## src/rtl/fcl_pro_binpack.sv

```systemverilog
// Binary activation packer.
// Each lane is thresholded with a full-width signed compare, optionally
// inverted, and the resulting group bits are collected into a PACK-bit word.
// A word is emitted when the buffer fills or the layer ends (in_last).
// The output register is a one-deep skid stage: a new word may load in the
// same cycle the previous one is popped, so back-to-back words see no bubble.
module fcl_pro_binpack #(
  parameter int PAR   = 16,
  parameter int WIDTH = 9,
  parameter int PACK  = 64
) (
  input  logic                     clk,
  input  logic                     rst,
  input  logic                     in_valid,
  output logic                     in_ready,
  input  logic [PAR*WIDTH-1:0]     in_data,
  input  logic [PAR*WIDTH-1:0]     thr_data,
  input  logic [PAR-1:0]           flip,
  input  logic                     in_last,
  output logic                     out_valid,
  input  logic                     out_ready,
  output logic [PACK-1:0]          out_data,
  output logic [$clog2(PACK):0]    out_nbits,
  output logic                     out_last
);

  localparam int GROUPS = PACK / PAR;
  localparam int CW     = (GROUPS > 1) ? $clog2(GROUPS) : 1;
  localparam int NBW    = $clog2(PACK) + 1;

  // Fill state and output register
  logic [CW-1:0]   cnt_q, cnt_d;
  logic [PACK-1:0] buf_q, buf_d;
  logic            out_valid_q, out_valid_d;
  logic [PACK-1:0] out_data_q, out_data_d;
  logic [NBW-1:0]  out_nbits_q, out_nbits_d;
  logic            out_last_q, out_last_d;

  logic [PAR-1:0]  grp_bits;
  logic [PACK-1:0] merged;
  logic            accept;
  logic            complete;

  // Per-lane threshold: compare at full WIDTH as signed, then apply inversion
  generate
    for (genvar gi = 0; gi < PAR; gi++) begin : g_lane
      assign grp_bits[gi] =
        ($signed(in_data[gi*WIDTH +: WIDTH]) >= $signed(thr_data[gi*WIDTH +: WIDTH]))
        ^ flip[gi];
    end
  endgenerate

  // Drop the current group into slot cnt; slots above cnt are still zero
  generate
    for (genvar gi = 0; gi < GROUPS; gi++) begin : g_slot
      assign merged[gi*PAR +: PAR] =
        (cnt_q == CW'(gi)) ? grp_bits : buf_q[gi*PAR +: PAR];
    end
  endgenerate

  // Stall only when a held word is not being taken; never ready in reset
  assign in_ready = rst && !(out_valid_q && !out_ready);
  assign accept   = in_valid && in_ready;
  assign complete = accept && ((cnt_q == CW'(GROUPS - 1)) || in_last);

  // Next-state: pop clears valid, a completing accept reloads it in the same cycle
  always_comb begin
    cnt_d       = cnt_q;
    buf_d       = buf_q;
    out_valid_d = out_valid_q;
    out_data_d  = out_data_q;
    out_nbits_d = out_nbits_q;
    out_last_d  = out_last_q;
    if (out_valid_q && out_ready) begin
      out_valid_d = 1'b0;
    end
    if (accept) begin
      if (complete) begin
        out_data_d  = merged;
        out_nbits_d = NBW'((int'(cnt_q) + 1) * PAR);
        out_last_d  = in_last;
        out_valid_d = 1'b1;
        cnt_d       = '0;
        buf_d       = '0;
      end else begin
        cnt_d = cnt_q + CW'(1);
        buf_d = merged;
      end
    end
  end

  // State registers with synchronous active-low reset discarding any partial data
  always_ff @(posedge clk) begin
    if (!rst) begin
      cnt_q       <= '0;
      buf_q       <= '0;
      out_valid_q <= 1'b0;
      out_data_q  <= '0;
      out_nbits_q <= '0;
      out_last_q  <= 1'b0;
    end else begin
      cnt_q       <= cnt_d;
      buf_q       <= buf_d;
      out_valid_q <= out_valid_d;
      out_data_q  <= out_data_d;
      out_nbits_q <= out_nbits_d;
      out_last_q  <= out_last_d;
    end
  end

  assign out_valid = out_valid_q;
  assign out_data  = out_data_q;
  assign out_nbits = out_nbits_q;
  assign out_last  = out_last_q;

endmodule

```

## config.mk

```make
export PLATFORM = sky130hd
export DESIGN_NAME = fcl_pro_binpack
export DESIGN_NICKNAME = d
export VERILOG_FILES = /design/src/rtl/fcl_pro_binpack.sv
export SDC_FILE = /design/constraint.sdc
export NUM_CORES = 1
export LEC_CHECK = 0
export ABC_AREA = 1
export CAP_MARGIN = 25
export CORE_MARGIN = 4
export CORE_UTILIZATION = 42
export CTS_BUF_LIST = sky130_fd_sc_hd__clkbuf_8 sky130_fd_sc_hd__clkbuf_16
export DETAILED_ROUTE_END_ITERATION = 10
export PLACE_DENSITY = 0.75
export SLEW_MARGIN = 20
export SYNTH_ARGS = -nofsm -noshare
export SYNTH_HDL_FRONTEND = slang
export SYNTH_SLANG_ARGS = --single-unit
```

## constraint.sdc

```tcl
create_clock -name clk -period 1.7 [get_ports clk]
set_input_delay 0.255 -clock clk [delete_from_list [all_inputs] [get_ports clk]]
set_output_delay 0.255 -clock clk [all_outputs]
set_load 0.05 [all_outputs]
```

== Word-level counts from Yosys, hierarchy flattened ==
Index checks and enable logic that the tools add are counted.
Word-level totals
  flip-flop bits (word level): 135
  latch bits: 0
  bits in writable memories: 0
  bits in read-only memories: 0
  bits of input ports: 309
  output and inout bits: 74
  word-level logic and storage cells: 62
  memories kept: 0
Operators by class
  add/sub/neg operators: 2
  multiply operators: 0
  divide/modulo/power cells: 0
  magnitude comparators: 16
  eq/ne operators: 3
  shifts and indexed selects: 0
  mux-type cells: 9
  bitwise gates (word level): 16
  reductions and logical operators: 10
Operators by type and width (number)
  9-bit >= comparator: 16
  16-bit two-way mux: 4
  64-bit two-way mux: 1
  1-bit XOR: 16
  1-bit logical AND: 5
  2-bit equality test (second input constant): 2
  2-bit by 1-bit adder with 3-bit output (second input constant): 1
  1-bit two-way mux: 3
  2-bit by 1-bit adder with 2-bit output (second input constant): 1
  2-bit by 1-bit equality test with 1-bit output (second input constant): 1
  1-bit zero test: 2
  2-bit zero test: 1
  2-bit two-way mux: 1
  2-bit AND reduction: 1
  1-bit logical OR: 1

== Longest topological paths before layout ==
  depth after elaboration: 8
  mapped depth: 16
  gate-level depth less buffers: 16

== Worst setup path after synthesis ==
No wires, ideal clock.
  kind: register -> register
  from: reg out_valid_q, in the netlist out_valid
  to: reg out_data_q[53], in the netlist out_data[53]
  library setup time: 109 ps
  data arrival time: 1923 ps
  data required time: 1591 ps
  setup slack: -332 ps
  stages on the path, launching flop included: 9
  buffers on the path: 2
  period minus slack after synthesis: 2032 ps
  cells stage by stage: dfxtp_1 > a21oi_2 > nand2_2 > nor2_4 > buf_4 > buf_2 > nand3_1 > nand2_1 > inv_1
On the way
  word-level cells in the longest chain between the ends: 6
RTL lines
  from (decl): RTL line 34  | logic out_valid_q, out_valid_d;
  from (signal assigned): RTL line 104  | out_valid_q <= out_valid_d;
  1-bit logical AND (*): RTL line 62  | assign in_ready = rst && !(out_valid_q && !out_ready);
  1-bit zero test (*): RTL line 62
  1-bit logical AND (*): RTL line 62
  named net in_ready: RTL line 15  | output logic in_ready,
  1-bit logical AND (*): RTL line 63  | assign accept = in_valid && in_ready;
  1-bit logical AND: RTL line 64  | assign complete = accept && ((cnt_q == CW'(GROUPS - 1)) || in_last);
  2-bit AND reduction (no source line) (*)
  to (signal assigned): RTL line 105  | out_data_q <= out_data_d;
  to (decl): RTL line 35  | logic [PACK-1:0] out_data_q, out_data_d;
Mark *: on every way through the listed nets, which the timed path passes. The rest lies on a longest branch.
A chain may end at the register's enable or synchronous reset.

== Worst setup path after layout ==
  from: in in_data[55]
  to: reg out_data_q[22], in the netlist out_data[22]
On the way
  word-level cells in the longest chain between the ends: 3
RTL lines
  from (decl): RTL line 16  | input logic [PAR*WIDTH-1:0] in_data,
  9-bit >= comparator: RTL line 48  | ($signed(in_data[gi*WIDTH +: WIDTH]) >= $signed(thr_data[gi*WIDTH +: WIDTH]))
  1-bit XOR: RTL line 49  | ^ flip[gi];
  16-bit two-way mux: RTL line 57  | (cnt_q == CW'(gi)) ? grp_bits : buf_q[gi*PAR +: PAR];
Every way passes these cells.

==> run summary <==
Nets = 2674
crit path launch type = input port
top cells by area, synth = dfxtp_1 (25%), nand2_1 (20%), ha_1 (17%), inv_1 (11%), nand3_1 (7.7%)
Vert. Die Dim = 169.7 µm
Comb pwr share = 39.3%
cells after synthesis = 1823
Sw Ratio = 34.34%
Worst EP arrival = 2.12 ns
DIE WIDTH = 169.7 µm
area grow syn2layout = 77.73%
final hold vios = 0
Internal Power = 7.524 mW
sequential share of power = 29.0%
CTS H-tree depth = 4
Top Metal Used = met4
relative slew slack = 64.21%
share of layout cells above drive strength 1 = 34.90%
largest net degree at the start of global routing = 89
status = finished, violations left
Post-Syn Area = 10980 µm²
vias per cell = 5.159
Clock Sinks = 135
met2 wire len = 22730 µm
# setup viols final = 9
Yosys top cell by area = dfxtp_1
Top FF cell, synth = dfxtp_1
Critical Path RT = 2.01 ns
worst hold path type = reg -> reg
placed insts = 2524
latest clock arrival within the worst-skew pair = 0.42 ns
Worst Hold Depth = 2
Post-synth EDFFs = 0
initial antenna violation count = 0
Ports = 383
DR pass1 iterations = 5
failing checks = negative setup slack
post-synthesis sequential area ratio = 24.61%
max_cap viols = 0
setup ws final = -0.1046 ns
clock network power share = 31.7%
Detailed Place HPWL = 27420 µm
drt wl/cell = 16.93 µm
post-synth top area share = 24.61%
top fanout value on the critical path = 4
Max Clk Rate = 554.1 MHz
drt drc = 0
total congestion overflow = 0
initial core utilization = 43.11%
M1 WL = 15920 µm
Util after Layout = 76.62%
CTS Hold Bufs = 0
Net Switching = 3.936 mW
Clock Path Buffers = 2
Cell Count, Final, Fillers Out = 2559
WS Path Type = in -> reg
core area = 25470 µm²
DR iter-0 viols = 707
Final Cycle Share = 106.2%
Post-synth ARST share = 0%
Ant. Diodes = 0
worst r2r path cells = 7
worst vdd ir = 652.6 µV
layout filler cell count = 1697
TritonCTS clock tree = yes
Tot GR Track Use = 23.44%
FF+latch count, synth = 135
mean post-synth cell area = 6.023 µm²
first-pass GRT wire length = 55840 µm
Final Routed Wirelength = 43310 µm
CTS clock-pin slew for the worst setup and hold paths = 0.06 ns
Pins Over Slew Limit = 0
crit path time final = 1.805 ns
Placer Congestion = 0.8402
post-route ant nets = 0
YS warnings = 0
Synth top cells by count = nand2_1 (584), inv_1 (334), nor2_1 (186)
vias = 13200
FP Rows = 58
hold_ws = 0.4583 ns
dpl ws = -0.5431 ns
clock skew = 0.01027 ns
most common cell in the netlist = nand2_1
static leakage = 10.73 nW
Worst Tran Pin Value = 0.5368 ns
met3 WL = 2736 µm
Synth cell types = 22
# port buffers = 378
total power per unit cell area = 587.2 nW/µm²
Design Power = 11.46 mW
total CTS buffers = 17
die area = 28790 µm²
root buf cell = clkbuf_16
number of global-route vias before repair = 12070
CP Capture Type = register
==> timing repair <==
item                                    CTS  global route
endpoints found under the setup margin   82           112
setup buffers                             0             3
gates cloned                              0             1
resized for setup                        83           794
pin swaps                                14           322
==> metal layers <==
metal | GRT usage (%) | up-vias
li1 | - | 6418
met1 | 25.98 | 6136
met2 | 42.93 | 505
met3 | 5.497 | 142
met4 | 9.555 | 0
met5 | 0 | -
==> sequential cells by signal, summed over array words and instances (netlist names) <==
name       flops
buf_q         64
out_data      64
out_nbits      3
cnt_q          2
out_last       1
out_valid      1
==> per-stage QoR <==
step	TNS, ns	area (µm²)
finish	-0.5152	19520
detailed placement	-55.13	15340
global placement	-49.32	15340
global route	-3.892	19520
floorplan	0	11000
CTS	-0.001701	16340
==> worst max-delay path, stage by stage <==
cell and delay [ns]:
clkdlybuf4s50_1 0.43, ha_1 0.31, nand2_1 0.09, nor2_4 0.14, nand2_1 0.08, nand2_1 0.09, nand4_1 0.19, nand3_2 0.20
nand3_4 0.10, nand2_2 0.08, nand2_1 0.05, nand2_1 0.06, inv_1 0.05
==> power groups by stage <==
stage / sequential, mW / clock (mW) / combinational [mW]
after detailed placement: 3.39 / 0 / 3.21
after global placement: 3.39 / 0 / 3.14
final: 3.33 / 3.63 / 4.50
after global routing: 3.34 / 3.77 / 4.87
after floorplan: 3.66 / 0 / 1.53
after CTS: 3.33 / 3.66 / 3.38
==> layout make-up <==
class	count	area [µm²]	area share [%]
Sequential cell	135	2704	13.85
Clock buffer	20	466.7	2.391
Multi-Input combinational cell	1294	9778	50.10
Tap cell	330	412.9	2.116
Inverter	337	1267	6.494
Timing Repair Buffer	432	4780	24.49
Clock inverter	11	107.6	0.5514
==> logic make-up (layout without fill, tap and decap cells) <==
group / Yosys count / count (layout) / synth area share (%)
compound gates: 111 / 111 / 5.093
fa+ha+maj: 148 / 148 / 16.86
buf+inv: 397 / 800 / 14.05
simple gates: 1031 / 1031 / 39.35
other cells: 1 / 4 / 0.03415
flops: 135 / 135 / 24.61
==> cell usage in the layout, fill, tap and decap left out, drive strengths merged, types with 21 or more instances in the layout <==
cell type,instances
dlymetal6s2s,213
clkbuf,21
nand2,585
clkdlybuf4s50,94
ha,148
a21oi,100
or2,48
nand4,41
inv,340
dfxtp,135
nand3,169
nor2,187
buf,123
==> worst paths after layout <==
kind	from	end	slack [ns]
worst max-delay path	in_data[55]	out_data[22]	-0.10
worst min-delay path	buf_q[24]	buf_q[24]	0.46
worst max register to register	cnt_q[0]	buf_q[44]	0.06
worst min register to register	buf_q[24]	buf_q[24]	0.46
Power figures use the tool's default switching activity.
